File: config.mk
export PLATFORM = sky130hd
export DESIGN_NAME = ahb_conduit_panel_ctrl_flat
export DESIGN_NICKNAME = d
export VERILOG_FILES = /design/src/rtl/ahb_conduit_panel_ctrl_if.sv /design/src/rtl/ahb_conduit_panel_ctrl.sv /design/src/flat_wrapper.sv
export SDC_FILE = /design/constraint.sdc
export NUM_CORES = 1
export LEC_CHECK = 0
export ABC_AREA = 0
export BUFFER_PORTS_ARGS = -buffer_cell sky130_fd_sc_hd__buf_2
export CAP_MARGIN = 10
export CORE_MARGIN = 10
export CORE_UTILIZATION = 55
export DETAILED_ROUTE_END_ITERATION = 8
export PLACE_DENSITY = 0.79
export SYNTH_ARGS = -nofsm -noshare
export SYNTH_HDL_FRONTEND = slang
export SYNTH_SLANG_ARGS = --single-unit
File: constraint.sdc
create_clock -name clk_clk -period 9.1 [get_ports clk_clk]
set_clock_uncertainty 0.1 [all_clocks]
set_input_delay 0.91 -clock clk_clk [delete_from_list [all_inputs] [get_ports clk_clk]]
set_output_delay 0.91 -clock clk_clk [all_outputs]
set_load 0.02 [all_outputs]
File: src/rtl/ahb_conduit_panel_ctrl_if.sv
// Conduit signals between the front panel (master) and the AHB master/slave bridge (slave).
interface ahb_conduit_panel_ctrl_if #(
   parameter int unsigned ADDR_W = 16,
   parameter int unsigned DATA_W = 32
);
   logic              add_data_sel;
   logic [ADDR_W-1:0] rdwr_address;
   logic [DATA_W-1:0] display_data;

   modport master (
      output add_data_sel,
      output rdwr_address,
      input  display_data
   );

   modport slave (
      input  add_data_sel,
      input  rdwr_address,
      output display_data
   );
endinterface

File: src/rtl/ahb_conduit_panel_ctrl.sv
// Front panel for the AHB conduit: key debounce toggles select, switches drive the address,
// and a rate-limited snapshot feeds eight seven-segment digits. Optional: BLANK_LEADING_ZEROS_EN.
module ahb_conduit_panel_ctrl #(
   parameter int unsigned DEBOUNCE_CYCLES = 500000,
   parameter int unsigned REFRESH_CYCLES  = 5000000,
   parameter int unsigned ADDR_W          = 16,
   parameter int unsigned DATA_W          = 32
) (
   input  logic                     clk_clk,
   input  logic                     reset_reset,
   input  logic                     key_n,
   input  logic [ADDR_W-1:0]        sw,
   ahb_conduit_panel_ctrl_if.master conduit,
   output logic [6:0]               hex0,
   output logic [6:0]               hex1,
   output logic [6:0]               hex2,
   output logic [6:0]               hex3,
   output logic [6:0]               hex4,
   output logic [6:0]               hex5,
   output logic [6:0]               hex6,
   output logic [6:0]               hex7,
   output logic                     led_mode
);

   localparam int unsigned DB_W  = $clog2(DEBOUNCE_CYCLES + 1);
   localparam int unsigned REF_W = $clog2(REFRESH_CYCLES + 1);
   localparam logic [DB_W-1:0]  DB_LAST  = DB_W'(DEBOUNCE_CYCLES - 1);
   localparam logic [REF_W-1:0] REF_LAST = REF_W'(REFRESH_CYCLES - 1);

   typedef enum logic [1:0] {
      ST_IDLE,
      ST_PRESS_WAIT,
      ST_HELD,
      ST_RELEASE_WAIT
   } db_state_e;

   logic              key_s1_q, key_s1_d;
   logic              key_s2_q, key_s2_d;
   logic [ADDR_W-1:0] sw_s1_q, sw_s1_d;
   logic [ADDR_W-1:0] sw_s2_q, sw_s2_d;

   db_state_e         state_q, state_d;
   logic [DB_W-1:0]   count_q, count_d;
   logic              press_pulse;

   logic              sel_q, sel_d;
   logic [ADDR_W-1:0] addr_q, addr_d;
   logic [REF_W-1:0]  ref_cnt_q, ref_cnt_d;
   logic              ref_tick;
   logic [DATA_W-1:0] snap_q, snap_d;

   logic              k;
   logic [55:0]       hex_all;

   function automatic logic [6:0] seg7(input logic [3:0] nib);
      logic [6:0] s;
      case (nib)
         4'h0:    s = 7'b1000000;
         4'h1:    s = 7'b1111001;
         4'h2:    s = 7'b0100100;
         4'h3:    s = 7'b0110000;
         4'h4:    s = 7'b0011001;
         4'h5:    s = 7'b0010010;
         4'h6:    s = 7'b0000010;
         4'h7:    s = 7'b1111000;
         4'h8:    s = 7'b0000000;
         4'h9:    s = 7'b0010000;
         4'hA:    s = 7'b0001000;
         4'hB:    s = 7'b0000011;
         4'hC:    s = 7'b1000110;
         4'hD:    s = 7'b0100001;
         4'hE:    s = 7'b0000110;
         default: s = 7'b0001110;
      endcase
      return s;
   endfunction

   // State register: every flop in the block, cleared synchronously
   always_ff @(posedge clk_clk) begin
      if (reset_reset) begin
         key_s1_q  <= 1'b1;
         key_s2_q  <= 1'b1;
         sw_s1_q   <= '0;
         sw_s2_q   <= '0;
         state_q   <= ST_IDLE;
         count_q   <= '0;
         sel_q     <= 1'b0;
         addr_q    <= '0;
         ref_cnt_q <= '0;
         snap_q    <= '0;
      end else begin
         key_s1_q  <= key_s1_d;
         key_s2_q  <= key_s2_d;
         sw_s1_q   <= sw_s1_d;
         sw_s2_q   <= sw_s2_d;
         state_q   <= state_d;
         count_q   <= count_d;
         sel_q     <= sel_d;
         addr_q    <= addr_d;
         ref_cnt_q <= ref_cnt_d;
         snap_q    <= snap_d;
      end
   end

   always_comb begin
      key_s1_d = key_n;
      key_s2_d = key_s1_q;
      sw_s1_d  = sw;
      sw_s2_d  = sw_s1_q;
      k        = key_s2_q;
   end

   // Debounce next-state: the shared counter measures how long k has held its new level
   always_comb begin
      state_d = state_q;
      count_d = count_q;
      case (state_q)
         ST_IDLE: begin
            count_d = '0;
            if (!k) state_d = ST_PRESS_WAIT;
         end
         ST_PRESS_WAIT: begin
            if (k) begin
               state_d = ST_IDLE;
               count_d = '0;
            end else if (count_q == DB_LAST) begin
               state_d = ST_HELD;
               count_d = '0;
            end else begin
               count_d = count_q + 1'b1;
            end
         end
         ST_HELD: begin
            count_d = '0;
            if (k) state_d = ST_RELEASE_WAIT;
         end
         ST_RELEASE_WAIT: begin
            if (!k) begin
               state_d = ST_HELD;
               count_d = '0;
            end else if (count_q == DB_LAST) begin
               state_d = ST_IDLE;
               count_d = '0;
            end else begin
               count_d = count_q + 1'b1;
            end
         end
         default: begin
            state_d = ST_IDLE;
            count_d = '0;
         end
      endcase
   end

   always_comb begin
      press_pulse = (state_q == ST_PRESS_WAIT) && !k && (count_q == DB_LAST);
   end

   // Snapshot samples the pre-toggle mode, so a coincident press only affects the next tick
   always_comb begin
      sel_d     = sel_q ^ press_pulse;
      addr_d    = sel_q ? addr_q : sw_s2_q;
      ref_tick  = (ref_cnt_q == REF_LAST);
      ref_cnt_d = ref_tick ? '0 : ref_cnt_q + 1'b1;
      snap_d    = snap_q;
      if (ref_tick) begin
         snap_d = sel_q ? conduit.display_data : DATA_W'(addr_q);
      end
   end

   always_comb begin
      hex_all = '0;
      for (int unsigned i = 0; i < 8; i++) begin
         hex_all[7*i +: 7] = seg7(snap_q[4*i +: 4]);
`ifdef BLANK_LEADING_ZEROS_EN
         if (i != 0 && (snap_q >> (4*i)) == '0) begin
            hex_all[7*i +: 7] = '1;
         end
`endif
      end
   end

   always_comb begin
      conduit.add_data_sel = sel_q;
      conduit.rdwr_address = addr_q;
      led_mode             = sel_q;
      hex0 = hex_all[6:0];
      hex1 = hex_all[13:7];
      hex2 = hex_all[20:14];
      hex3 = hex_all[27:21];
      hex4 = hex_all[34:28];
      hex5 = hex_all[41:35];
      hex6 = hex_all[48:42];
      hex7 = hex_all[55:49];
   end

endmodule

File: src/flat_wrapper.sv
// flat-port wrapper written by rule: the top's interface ports become plain ports
module ahb_conduit_panel_ctrl_flat 
#(
   parameter int unsigned DEBOUNCE_CYCLES = 500000,
   parameter int unsigned REFRESH_CYCLES  = 5000000,
   parameter int unsigned ADDR_W          = 16,
   parameter int unsigned DATA_W          = 32
)
  (clk_clk, reset_reset, key_n, sw, hex0, hex1, hex2, hex3, hex4, hex5, hex6, hex7, led_mode, conduit_add_data_sel, conduit_rdwr_address, conduit_display_data);
  ahb_conduit_panel_ctrl_if #(.ADDR_W(ADDR_W), .DATA_W(DATA_W)) conduit_i ();
  input  logic clk_clk;
  input  logic reset_reset;
  input  logic key_n;
  input  logic [ADDR_W-1:0] sw;
  output logic [6:0] hex0;
  output logic [6:0] hex1;
  output logic [6:0] hex2;
  output logic [6:0] hex3;
  output logic [6:0] hex4;
  output logic [6:0] hex5;
  output logic [6:0] hex6;
  output logic [6:0] hex7;
  output logic led_mode;
  output wire logic [$bits(conduit_i.add_data_sel)-1:0] conduit_add_data_sel;
  output wire logic [$bits(conduit_i.rdwr_address)-1:0] conduit_rdwr_address;
  input wire logic [$bits(conduit_i.display_data)-1:0] conduit_display_data;
  assign conduit_add_data_sel = conduit_i.add_data_sel;
  assign conduit_rdwr_address = conduit_i.rdwr_address;
  assign conduit_i.display_data = conduit_display_data;
  ahb_conduit_panel_ctrl #(.DEBOUNCE_CYCLES(DEBOUNCE_CYCLES), .REFRESH_CYCLES(REFRESH_CYCLES), .ADDR_W(ADDR_W), .DATA_W(DATA_W)) u_core (.clk_clk(clk_clk), .reset_reset(reset_reset), .key_n(key_n), .sw(sw), .conduit(conduit_i), .hex0(hex0), .hex1(hex1), .hex2(hex2), .hex3(hex3), .hex4(hex4), .hex5(hex5), .hex6(hex6), .hex7(hex7), .led_mode(led_mode));
endmodule
==> results.sh <==
export IMPL_status="finished clean"
export IMPL_die_area_mm2=0.0220
export IMPL_async_flop_share_pct=0
export IMPL_yosys_area_top_type="dfxtp_1"
export IMPL_drc_errors=0
export IMPL_ys_ff_latch=183
export IMPL_critPathLaunch="u_core.ref_cnt_q[0]$_SDFF_PP0_"
export IMPL_clock_fmax_mhz=227
export IMPL_maxSlewViolCount=0
export IMPL_die_x_um=148
export IMPL_syn_area_mm2=0.00904
export IMPL_setup_viol=0
export IMPL_cp_endpoint="u_core.hex5[4]$_DFF_P_"
export IMPL_worst_setup_path_start_kind="register"
export IMPL_h_tree_depth=4
export IMPL_setup_tns_ns=0
export IMPL_holdBufCountCts=0
export IMPL_cp_required_ns=9.34
export IMPL_hold_ws_ns=0.323
export IMPL_cts_tree="yes"
export IMPL_firstDrtPassIters=5
export IMPL_whs_path_depth=1
export IMPL_multiInputGateArea_mm2=0.00503
export IMPL_syn_num_nets=1123
export IMPL_grt_first_pass_wirelength_um=36200
export IMPL_clkTransAtPathRegs_ns=0.07
export IMPL_die_y_um=148
export IMPL_cp_num_cells=11
export IMPL_core_mm2=0.0160
export IMPL_ys_warn_count=0
export IMPL_avgSynthCellArea_um2=8.85
export IMPL_synth_top_cell_area_share_pct=40.5
export IMPL_crit_path_frequent_cell="nand2_1"
export IMPL_critical_path_slowest_cell="nor4_4"
export IMPL_p_per_area_mw_per_mm2=157
export IMPL_cts_buffer_depth=2
export IMPL_clock_latency_ns=0.44
export IMPL_gp_congestion=0.906
export IMPL_finalHoldViolations=0
export IMPL_rsz0062_at_grt="false"
export IMPL_grt_ovfl_total=0
export IMPL_wl_per_cell_um=16.7
export IMPL_slowest_delay_ns=0.94
export IMPL_setup_ws_ns=4.68
export IMPL_worst_path_buf_inv=1
export IMPL_critPathKind="register to register"
export IMPL_rrSetupSlack_ns=4.68
export IMPL_grt_max_degree=95
export IMPL_synth_main_ff_cell="dfxtp_1"
export IMPL_fill_cells=1375
export IMPL_area_delta_synth_final_pct=14.4
export IMPL_num_rows=46
export IMPL_dp_hpwl_um=15600
export IMPL_layout_commonest_cell="dfxtp_1"
export IMPL_cts_setup_buffers=0
export IMPL_seqCellArea_mm2=0.00366
export IMPL_ioPinCount=125
export IMPL_r2r_cells=11
export IMPL_antenna_found_initial=1
export IMPL_arrival_ns=4.66
export IMPL_dpl_worst_slack_ns=4.86
export IMPL_vias=7734
export IMPL_root_buffer="clkbuf_16"
export IMPL_placed_cells=1320
export IMPL_synthCells=1022
export IMPL_fin_crit_ns=4.42
export IMPL_maxSlewHeadroom_pct=28.1
export IMPL_ys_top_cells_by_area="dfxtp_1 41%, ha_1 6.9%, mux2i_1 5.0%"
export IMPL_worst_pin_slew_ns=1.08
export IMPL_cts_made_buffers=17
export IMPL_worstPathMaxFanout=31
export IMPL_cp_cell_sequence="ha_1 -> nand2_1 -> nor4_4 -> nand2_1 -> nand2_1 -> a21oi_1 -> inv_1 -> ha_1 -> mux2_2 -> a31oi_1 -> o32ai_1"
export IMPL_instances_no_fill=1353
export IMPL_ctsResizeCount=0
export IMPL_avgViaCountPerCell=5.72
export IMPL_layout_common_cells="182 x dfxtp_1, 123 x buf_2, 118 x nor2_1, 91 x nand2_1, 53 x a21oi_1"
export IMPL_grt_usage_pct=19.9
export IMPL_drive_gt1_share_pct=18.8
export IMPL_end_kind="register"
export IMPL_antenna_left=0
export IMPL_wl_um=22600
export IMPL_grt_pass1_vias=7311
export IMPL_synth_seq_area_share_pct=40.5
export IMPL_synth_cell_types=71
export IMPL_drt_iter0_markers=742
export IMPL_cts_num_sinks=183
export IMPL_start_util_pct=56.5
export IMPL_synth_edf_count=0
export IMPL_regToRegEndpoint="u_core.hex5[4]$_DFF_P_"
export IMPL_ir_drop_mv=0.157
export IMPL_nets=1224
export IMPL_portBuffers=124
export IMPL_critPathTopFamily="simple AND/OR/NAND/NOR gates"
export IMPL_reg2reg_from="u_core.ref_cnt_q[0]$_SDFF_PP0_"
export IMPL_hold_class="register to register"
export IMPL_min_period_over_period_pct=48.5
export IMPL_max_cap_violations=0
export IMPL_p_leak_nw=4.11
-- routing by layer --
metal	vias to the layer above	part of all wire [%]	track usage (%)
li1	3789	-	-
met1	3545	44	25.7
met2	359	44	30.3
met3	39	10	6.71
met4	2	1.9	7.19
met5	-	0.058	0
-- metrics by stage --
step / utilization (%) / total power [mW] / area (µm²)
6_report: 64.7 / 1.62 / 10300
5_1_grt: 64.7 / 1.68 / 10300
4_1_cts: 64.7 / 1.64 / 10300
3_5_place_dp: 60.9 / 0.883 / 9740
3_3_place_gp: 60.9 / 0.882 / 9740
2_1_floorplan: - / 0.861 / 9040
-- state kept, by name, indices dropped and copies added (netlist names), named ones only --
register,cells
u_core.snap_q,32
u_core.ref_cnt_q,23
u_core.count_q,19
u_core.conduit.rdwr_address,16
u_core.sw_s1_q,16
u_core.sw_s2_q,16
u_core.hex0,7
u_core.hex1,7
u_core.hex2,7
u_core.hex3,7
u_core.hex4,7
u_core.hex5,7
u_core.hex6,7
u_core.hex7,7
u_core.conduit.add_data_sel,1
u_core.k,1
u_core.key_s1_q,1
u_core.state_q,1
-- Yosys cell counts (all sizes together) (12+ instances only) --
library cell / number
nand2: 91
clkbuf: 24
nor3: 29
mux2: 16
nand4: 24
and3: 12
dfxtp: 183
nor2b: 35
xor2: 27
mux2i: 45
ha: 50
nand3: 42
xnor2: 19
a21oi: 57
buf: 22
inv: 30
o21ai: 42
nor2: 122
o22ai: 14
-- layout make-up --
type | count | share of cell area [%]
multi-input combinational | 763 | 48.6
timing repair buffer | 128 | 6.31
sequential | 183 | 35.4
tap | 216 | 2.61
antenna | 1 | 0.0242
clock buffer | 17 | 4.11
clock inverter | 15 | 1.77
inverter | 30 | 1.14
-- kinds of logic after synthesis --
family	share of synthesized area, %
buffers and inverters	3.86
flip-flops	40.5
multiplexers	6.97
XOR/XNOR	4.45
AND/OR/NAND/NOR	24.4
AO/OA/AOI/OAI	12.9
adder cells (fa/ha/maj)	6.92
-- where the power goes --
part / internal (mW) / switching [mW]
clock: 0.417 / 0.341
sequential: 0.811 / 0.00453
combinational: 0.0199 / 0.0304
-- worst min-delay path by stage --
| stage | start | endpoint | slack, ns |
|---|---|---|---|
| after floorplan | u_core.key_s1_q$_SDFF_PP1_ | u_core.k$_SDFF_PP1_ | 0.29 |
| after global placement | u_core.key_s1_q$_SDFF_PP1_ | u_core.k$_SDFF_PP1_ | 0.29 |
| after detailed placement | u_core.key_s1_q$_SDFF_PP1_ | u_core.k$_SDFF_PP1_ | 0.31 |
| after CTS | u_core.key_s1_q$_SDFF_PP1_ | u_core.k$_SDFF_PP1_ | 0.33 |
| after global routing | u_core.key_s1_q$_SDFF_PP1_ | u_core.k$_SDFF_PP1_ | 0.34 |
| final | u_core.key_s1_q$_SDFF_PP1_ | u_core.k$_SDFF_PP1_ | 0.32 |
-- worst register-to-register path, stage by stage (launching register included) --
cell and delay [ns]:
dfxtp_1 0.36, ha_1 0.22, nand2_1 0.24, nor4_4 0.94, nand2_1 0.93, nand2_1 0.36, a21oi_1 0.19, inv_1 0.15
ha_1 0.28, mux2_2 0.20, a31oi_1 0.08, o32ai_1 0.27
Power figures use the tool's default switching activity.
